**src/rtl/tron_dir_ctrl.sv**
```systemverilog
// Tron player input conditioner: synchronizes and debounces both players' direction buttons
// and the start button, then commits one pending turn per player on each movement tick.
module tron_dir_ctrl #(
  parameter int DEBOUNCE_CYCLES = 1000000,
  parameter int CNT_W           = 20
) (
  input  logic       Clk,
  input  logic       Reset,
  input  logic [3:0] p1_btn,
  input  logic [3:0] p2_btn,
  input  logic       BtnC,
  input  logic       tick,
  input  logic       init,
  output logic [1:0] p1_dir,
  output logic [1:0] p2_dir,
  output logic       start_pulse,
  output logic [3:0] p1_btn_db,
  output logic [3:0] p2_btn_db
);

  localparam int               N_IN     = 9;
  localparam logic [CNT_W-1:0] CNT_LAST = CNT_W'(DEBOUNCE_CYCLES - 1);

  // Button bit index equals the direction code, so a press bit maps straight onto a direction.
  typedef enum logic [1:0] {
    DIR_UP    = 2'b00,
    DIR_RIGHT = 2'b01,
    DIR_LEFT  = 2'b10,
    DIR_DOWN  = 2'b11
  } dir_e;

  logic [N_IN-1:0]  w_raw;
  logic [N_IN-1:0]  r_sync1;
  logic [N_IN-1:0]  r_sync2;
  logic [N_IN-1:0]  r_stable;
  logic [N_IN-1:0]  r_stable_d;
  logic [CNT_W-1:0] r_cnt [N_IN];
  logic [N_IN-1:0]  w_press;

  dir_e             r_dir      [2];
  dir_e             r_pend_dir [2];
  logic [1:0]       r_pend_v;
  logic             r_start_pulse;

  dir_e             w_sel [2];
  logic [1:0]       w_any;

  assign w_raw = {BtnC, p2_btn, p1_btn};

  // NOTE: every sequential block uses non-blocking assignments so all registers update together at the edge.
  always_ff @(posedge Clk) begin
    if (Reset) begin
      r_sync1 <= '0;
      r_sync2 <= '0;
    end else begin
      r_sync1 <= w_raw;
      r_sync2 <= r_sync1;
    end
  end

  // A level is accepted only after DEBOUNCE_CYCLES consecutive mismatching samples.
  always_ff @(posedge Clk) begin
    if (Reset) begin
      r_stable   <= '0;
      r_stable_d <= '0;
      for (int i = 0; i < N_IN; i++) r_cnt[i] <= '0;
    end else begin
      r_stable_d <= r_stable;
      for (int i = 0; i < N_IN; i++) begin
        if (r_sync2[i] == r_stable[i]) begin
          r_cnt[i] <= '0;
        end else if (r_cnt[i] == CNT_LAST) begin
          r_stable[i] <= r_sync2[i];
          r_cnt[i]    <= '0;
        end else begin
          r_cnt[i] <= r_cnt[i] + CNT_W'(1);
        end
      end
    end
  end

  assign w_press = r_stable & ~r_stable_d;

  // NOTE: outputs of a combinational block get a default first so no path leaves them unassigned (no latch).
  always_comb begin
    for (int p = 0; p < 2; p++) begin
      w_sel[p] = DIR_LEFT;
      if      (w_press[4*p+0]) w_sel[p] = DIR_UP;
      else if (w_press[4*p+1]) w_sel[p] = DIR_RIGHT;
      else if (w_press[4*p+3]) w_sel[p] = DIR_DOWN;
      w_any[p] = |w_press[4*p +: 4];
    end
  end

  // NOTE: r_pend_dir has no reset; it is only consumed while r_pend_v is set.
  always_ff @(posedge Clk) begin
    if (Reset || init) begin
      r_dir[0] <= DIR_UP;
      r_dir[1] <= DIR_DOWN;
      r_pend_v <= '0;
    end else begin
      for (int p = 0; p < 2; p++) begin
        if (tick) begin
          if (r_pend_v[p] && (r_pend_dir[p] != ~r_dir[p])) r_dir[p] <= r_pend_dir[p];
          r_pend_v[p] <= 1'b0;
        end
        // Placed after the tick clause so a coincident press survives as the next pending turn.
        if (w_any[p]) begin
          r_pend_dir[p] <= w_sel[p];
          r_pend_v[p]   <= 1'b1;
        end
      end
    end
  end

  always_ff @(posedge Clk) begin
    if (Reset) r_start_pulse <= 1'b0;
    else       r_start_pulse <= w_press[8];
  end

  assign p1_dir      = r_dir[0];
  assign p2_dir      = r_dir[1];
  assign start_pulse = r_start_pulse;
  assign p1_btn_db   = r_stable[3:0];
  assign p2_btn_db   = r_stable[7:4];

endmodule
```
**config.mk**
```make
export PLATFORM = sky130hd
export DESIGN_NAME = tron_dir_ctrl
export DESIGN_NICKNAME = d
export VERILOG_FILES = /design/src/rtl/tron_dir_ctrl.sv
export SDC_FILE = /design/constraint.sdc
export NUM_CORES = 1
export LEC_CHECK = 0
export ABC_AREA = 1
export BUFFER_PORTS_ARGS = -buffer_cell sky130_fd_sc_hd__buf_2
export CAP_MARGIN = 0
export CORE_ASPECT_RATIO = 0.6
export CORE_MARGIN = 3
export CORE_UTILIZATION = 45
export DETAILED_ROUTE_END_ITERATION = 10
export SYNTH_ARGS = -nofsm -noshare
export SYNTH_HDL_FRONTEND = slang
export SYNTH_SLANG_ARGS = --single-unit
export TNS_END_PERCENT = 30
```
**constraint.sdc**
```tcl
create_clock -name Clk -period 5.3 [get_ports Clk]
set_clock_uncertainty 0.05 [all_clocks]
set_input_delay 1.06 -clock Clk [delete_from_list [all_inputs] [get_ports Clk]]
set_output_delay 1.06 -clock Clk [all_outputs]
set_load 0.02 [all_outputs]
```
==> metrics.md <==
| Metric | Value |
|---|---|
| Max Buffers Root-to-Sink | 3 |
| Portion of the post-synthesis area used by sequential elements | 0.506 |
| Via count of the first global-routing pass | 8933 |
| Mean post-synth cell area | 7.95 sq um |
| Clock tree from TritonCTS | yes |
| Leakage power figure | 5.63 nW |
| Largest family of logic cells by synthesized area | simple AND/OR/NAND/NOR gates |
| Layout cell share with drive strength beyond 1 | 0.0571 |
| Final Total Pwr | 0.00387 W |
| Number of nets still failing antenna checks after routing | 0 |
| Combinational power share | 0.044 |
| Post-CTS resize count | 0 |
| Number of warnings reported in the yosys synthesis log | 0 |
| Clk sinks | 227 |
| Total number of vias | 10200 |
| Number of buffers added to fix hold violations after cts | 0 |
| Clock Latency Late Sink | 0.52 ns |
| Io pins | 26 |
| Number of buffers created by CTS | 23 |
| Remaining global-route overflow | 0 |
| Worst vdd ir | 0.196 mV |
| Flop pwr share | 0.534 |
| Minimum period implied by the final worst setup slack | 2.67 ns |
| Compound-cell area share of the yosys netlist | 0.0458 |
| Area of all placed cells without fillers | 0.0145 sq mm |
| Max-capacitance violation count | 0 |
| Post-route fraction of the period consumed by the critical path | 0.504 |
| Pin count of the biggest net entering global routing | 32 |
| Detailed Routing Iterations Pass 1 | 5 |
| Die Y-Extent | 136 um |
| Global-route total usage across every layer | 0.176 |
| Sum of routed wire length over all layers | 26.5 mm |
| Simple-gate share of the synthesized area | 0.317 |
| Setup tns final | 0 ns |
| Commonest cells after routing, fill and taps aside | sky130_fd_sc_hd__nor2_1 (403), sky130_fd_sc_hd__nand2_1 (398), sky130_fd_sc_hd__edfxtp_1 (188) |
| Library cells used by synthesis | 32 |
| Final RePlAce weighted congestion | 0.835 |
| Hold crit path type | flop to flop |
| Launch point of the worst hold path | r_sync1[4] |
| Worst EP required | 5.50 ns |
| Final routed wire length divided by cell count | 12.2 um |
| CP cell instances | buf_2 -> inv_1 -> o21ai_0 -> a21oi_1 -> nand2_1 -> nor2_1 |
| Synthesized instance count | 1599 |
| Register-to-Register Setup Slack | 3.01 ns |
| Synthesized-area fraction occupied by adder cells | 0.00886 |
| Vias per std cell | 4.67 |
| Worst path buffer plus inverter count | 2 |
| Synth Register Bits | 227 |
| Initial Utilization | 0.469 |
| Area occupied by registers | 0.00643 sq mm |
| Achievable Freq | 374 MHz |
| Critical path's slowest cell | sky130_fd_sc_hd__nand2_1 |
| Max Transition Viols Final | 0 |
| Cell count of the worst reg-to-reg path | 8 |
| Total setup violations reported at the end of the flow | 0 |
| Layout net count | 1827 |
| Placed wire-length estimate | 19.9 mm |
| Fill cell count | 2613 |
| Destination of the worst register-to-register timing path | r_cnt[0][15] |
| Critical Path Source Type | input pin |
| Sink of the worst hold path | r_sync2[4] |
| Internal power of the cells | 0.00298 W |
| First-pass GRT wire length | 44.4 mm |
| Area occupied by multi-input gates | 0.00617 sq mm |
| Antenna violations before repair | 0 |
| Total power per unit cell area | 266 mW/mm^2 |
| Worst hold path depth | 2 |
| Postcts setup bufs | 0 |
| Launching point of the worst reg2reg path | r_cnt[0][0] |
| Max-slew headroom | 0.526 |
| Status | finished, final reports clean |
| Path type of the worst setup path | input pin to flop |
| Antenna fix cells | 0 |
| Top delay family on crit path | buffers and inverters |
| H-tree levels | 1 |
| Number of core rows | 46 |
| Parity-gate share of the synthesized area counting xor and xnor cells | 0.0614 |
| Cell area after technology mapping | 0.0127 sq mm |
| Die outline area | 0.0304 sq mm |
| Cell Area, Placed | 0.0138 sq mm |
| Iteration-0 DRC count of the detailed router | 879 |
| CP endpoint kind | flop |
| RSZ-0062 raised after global routing | no |
| Port Buffers | 25 |
| Fraction of power spent switching nets | 0.229 |
| Worst-path maximum fanout | 31 |
| Most frequent standard cell in the layout excluding fill and tap cells | sky130_fd_sc_hd__nor2_1 |
| Tightest Pin Transition | 0.709 ns |
| CORE AREA | 0.0271 sq mm |
| Synth-to-Final Area Change | 14.4% |
| Final Hold Violating Endpoints | 0 |
| CTS clock-pin slew for the worst setup and hold paths | 0.06 ns |
| Share of cell area taken by muxes after synthesis | 0 |
| Data arrival time at the worst-slack endpoint | 2.87 ns |
| Die width | 223 um |
| Power spent charging and discharging nets | 0.000887 W |
| Total DRC errors in the routed layout | 0 |
| CTS Root Buffer Type | sky130_fd_sc_hd__clkbuf_16 |
| Largest stage delay on the critical path | 0.53 ns |
| Clock share of power | 0.422 |
registers in the layout (all words and copies together), names as in the netlist:
register	cells
r_dir	4
start_pulse	1
r_stable	9
r_sync1	9
r_pend_dir	4
r_stable_d	9
r_sync2	9
r_cnt	180
r_pend_v	2
layout make-up:
class                   count  area share
inverters                 164      0.0424
clock buffers              33      0.0463
clock inverters             8     0.00474
well taps                 360      0.0310
repair buffers             25     0.00861
flip-flops and latches    227       0.442
multi-input cells        1364       0.425
logic make-up after synthesis:
logic type	Yosys count
flip-flops	227
AO/OA/AOI/OAI	105
other	1
XOR/XNOR	89
AND/OR/NAND/NOR	981
buffers and inverters	187
adder cells (fa/ha/maj)	9
per-layer routing:
metal	GRT usage	part of all wire
met5	0	0
met4	0.0296	0.015
met3	0.0315	0.054
met2	0.242	0.38
met1	0.289	0.55
stage by stage:
| stage | std cells | setup slack, ns | hold slack, ns | utilization |
|---|---|---|---|---|
| 4_1_cts | 2181 | 2.56 | 0.354 | 0.536 |
| 2_1_floorplan | 1778 | 3.24 | 0.323 | - |
| 6_report | 2181 | 2.63 | 0.354 | 0.536 |
| 3_5_place_dp | 2140 | 2.00 | 0.335 | 0.509 |
| 3_3_place_gp | 2140 | 2.06 | 0.338 | 0.509 |
| 5_1_grt | 2181 | 2.37 | 0.375 | 0.536 |
Yosys cell counts:
library cell	n	area, sq um
sky130_fd_sc_hd__nand3_2	5	50.1
sky130_fd_sc_hd__o22ai_1	8	50.1
sky130_fd_sc_hd__xor2_1	48	420
sky130_fd_sc_hd__and2_1	3	18.8
sky130_fd_sc_hd__buf_2	3	15.0
sky130_fd_sc_hd__nor2_1	403	1510
sky130_fd_sc_hd__ha_1	9	113
sky130_fd_sc_hd__nand2_1	398	1490
sky130_fd_sc_hd__a21boi_0	2	15.0
sky130_fd_sc_hd__o21bai_1	3	22.5
sky130_fd_sc_hd__inv_1	164	616
sky130_fd_sc_hd__buf_6	2	22.5
sky130_fd_sc_hd__o21ai_2	1	8.76
sky130_fd_sc_hd__buf_4	15	113
sky130_fd_sc_hd__xnor2_1	41	359
sky130_fd_sc_hd__nor2_4	1	11.3
sky130_fd_sc_hd__clkbuf_1	3	11.3
sky130_fd_sc_hd__o21ai_4	2	32.5
sky130_fd_sc_hd__or2_0	3	18.8
sky130_fd_sc_hd__o21ai_0	17	85.1
sky130_fd_sc_hd__nand2_2	4	25.0
sky130_fd_sc_hd__edfxtp_1	188	5650
sky130_fd_sc_hd__nand3b_1	5	37.5
sky130_fd_sc_hd__or2_2	13	81.3
sky130_fd_sc_hd__nand4_1	19	119
sky130_fd_sc_hd__a21oi_1	69	345
sky130_fd_sc_hd__o21a_1	3	22.5
sky130_fd_sc_hd__nor2_2	16	100
sky130_fd_sc_hd__conb_1	1	3.75
sky130_fd_sc_hd__dfxtp_1	39	781
sky130_fd_sc_hd__nand3_1	101	505
sky130_fd_sc_hd__nor3_1	10	50.1
how the worst max path moves through the flow:
stage,from,slack [ns],to,cells past startpoint
after CTS,Reset,2.56,r_cnt[6][11],6
final,Reset,2.63,r_cnt[6][11],6
after detailed placement,Reset,2.00,r_cnt[6][11],6
after global placement,Reset,2.06,r_cnt[6][12],6
after floorplan,Reset,3.24,r_cnt[1][12],6
after global routing,Reset,2.37,r_cnt[6][6],6
power groups by stage:
stage | Combinational, W | Sequential [W] | Clock, W
after global routing | 0.000201 | 0.00208 | 0.00176
after floorplan | 0.000137 | 0.00208 | 0
final | 0.000170 | 0.00207 | 0.00163
after CTS | 0.000167 | 0.00207 | 0.00169
after global placement | 0.000165 | 0.00210 | 0
after detailed placement | 0.000166 | 0.00211 | 0
worst min-delay path, stage by stage (launching register included):
cell                      delay, ns
sky130_fd_sc_hd__dfxtp_1       0.30
sky130_fd_sc_hd__inv_1         0.04
sky130_fd_sc_hd__nor2_1        0.03
No activity file was read; power rests on OpenSTA's default activity.
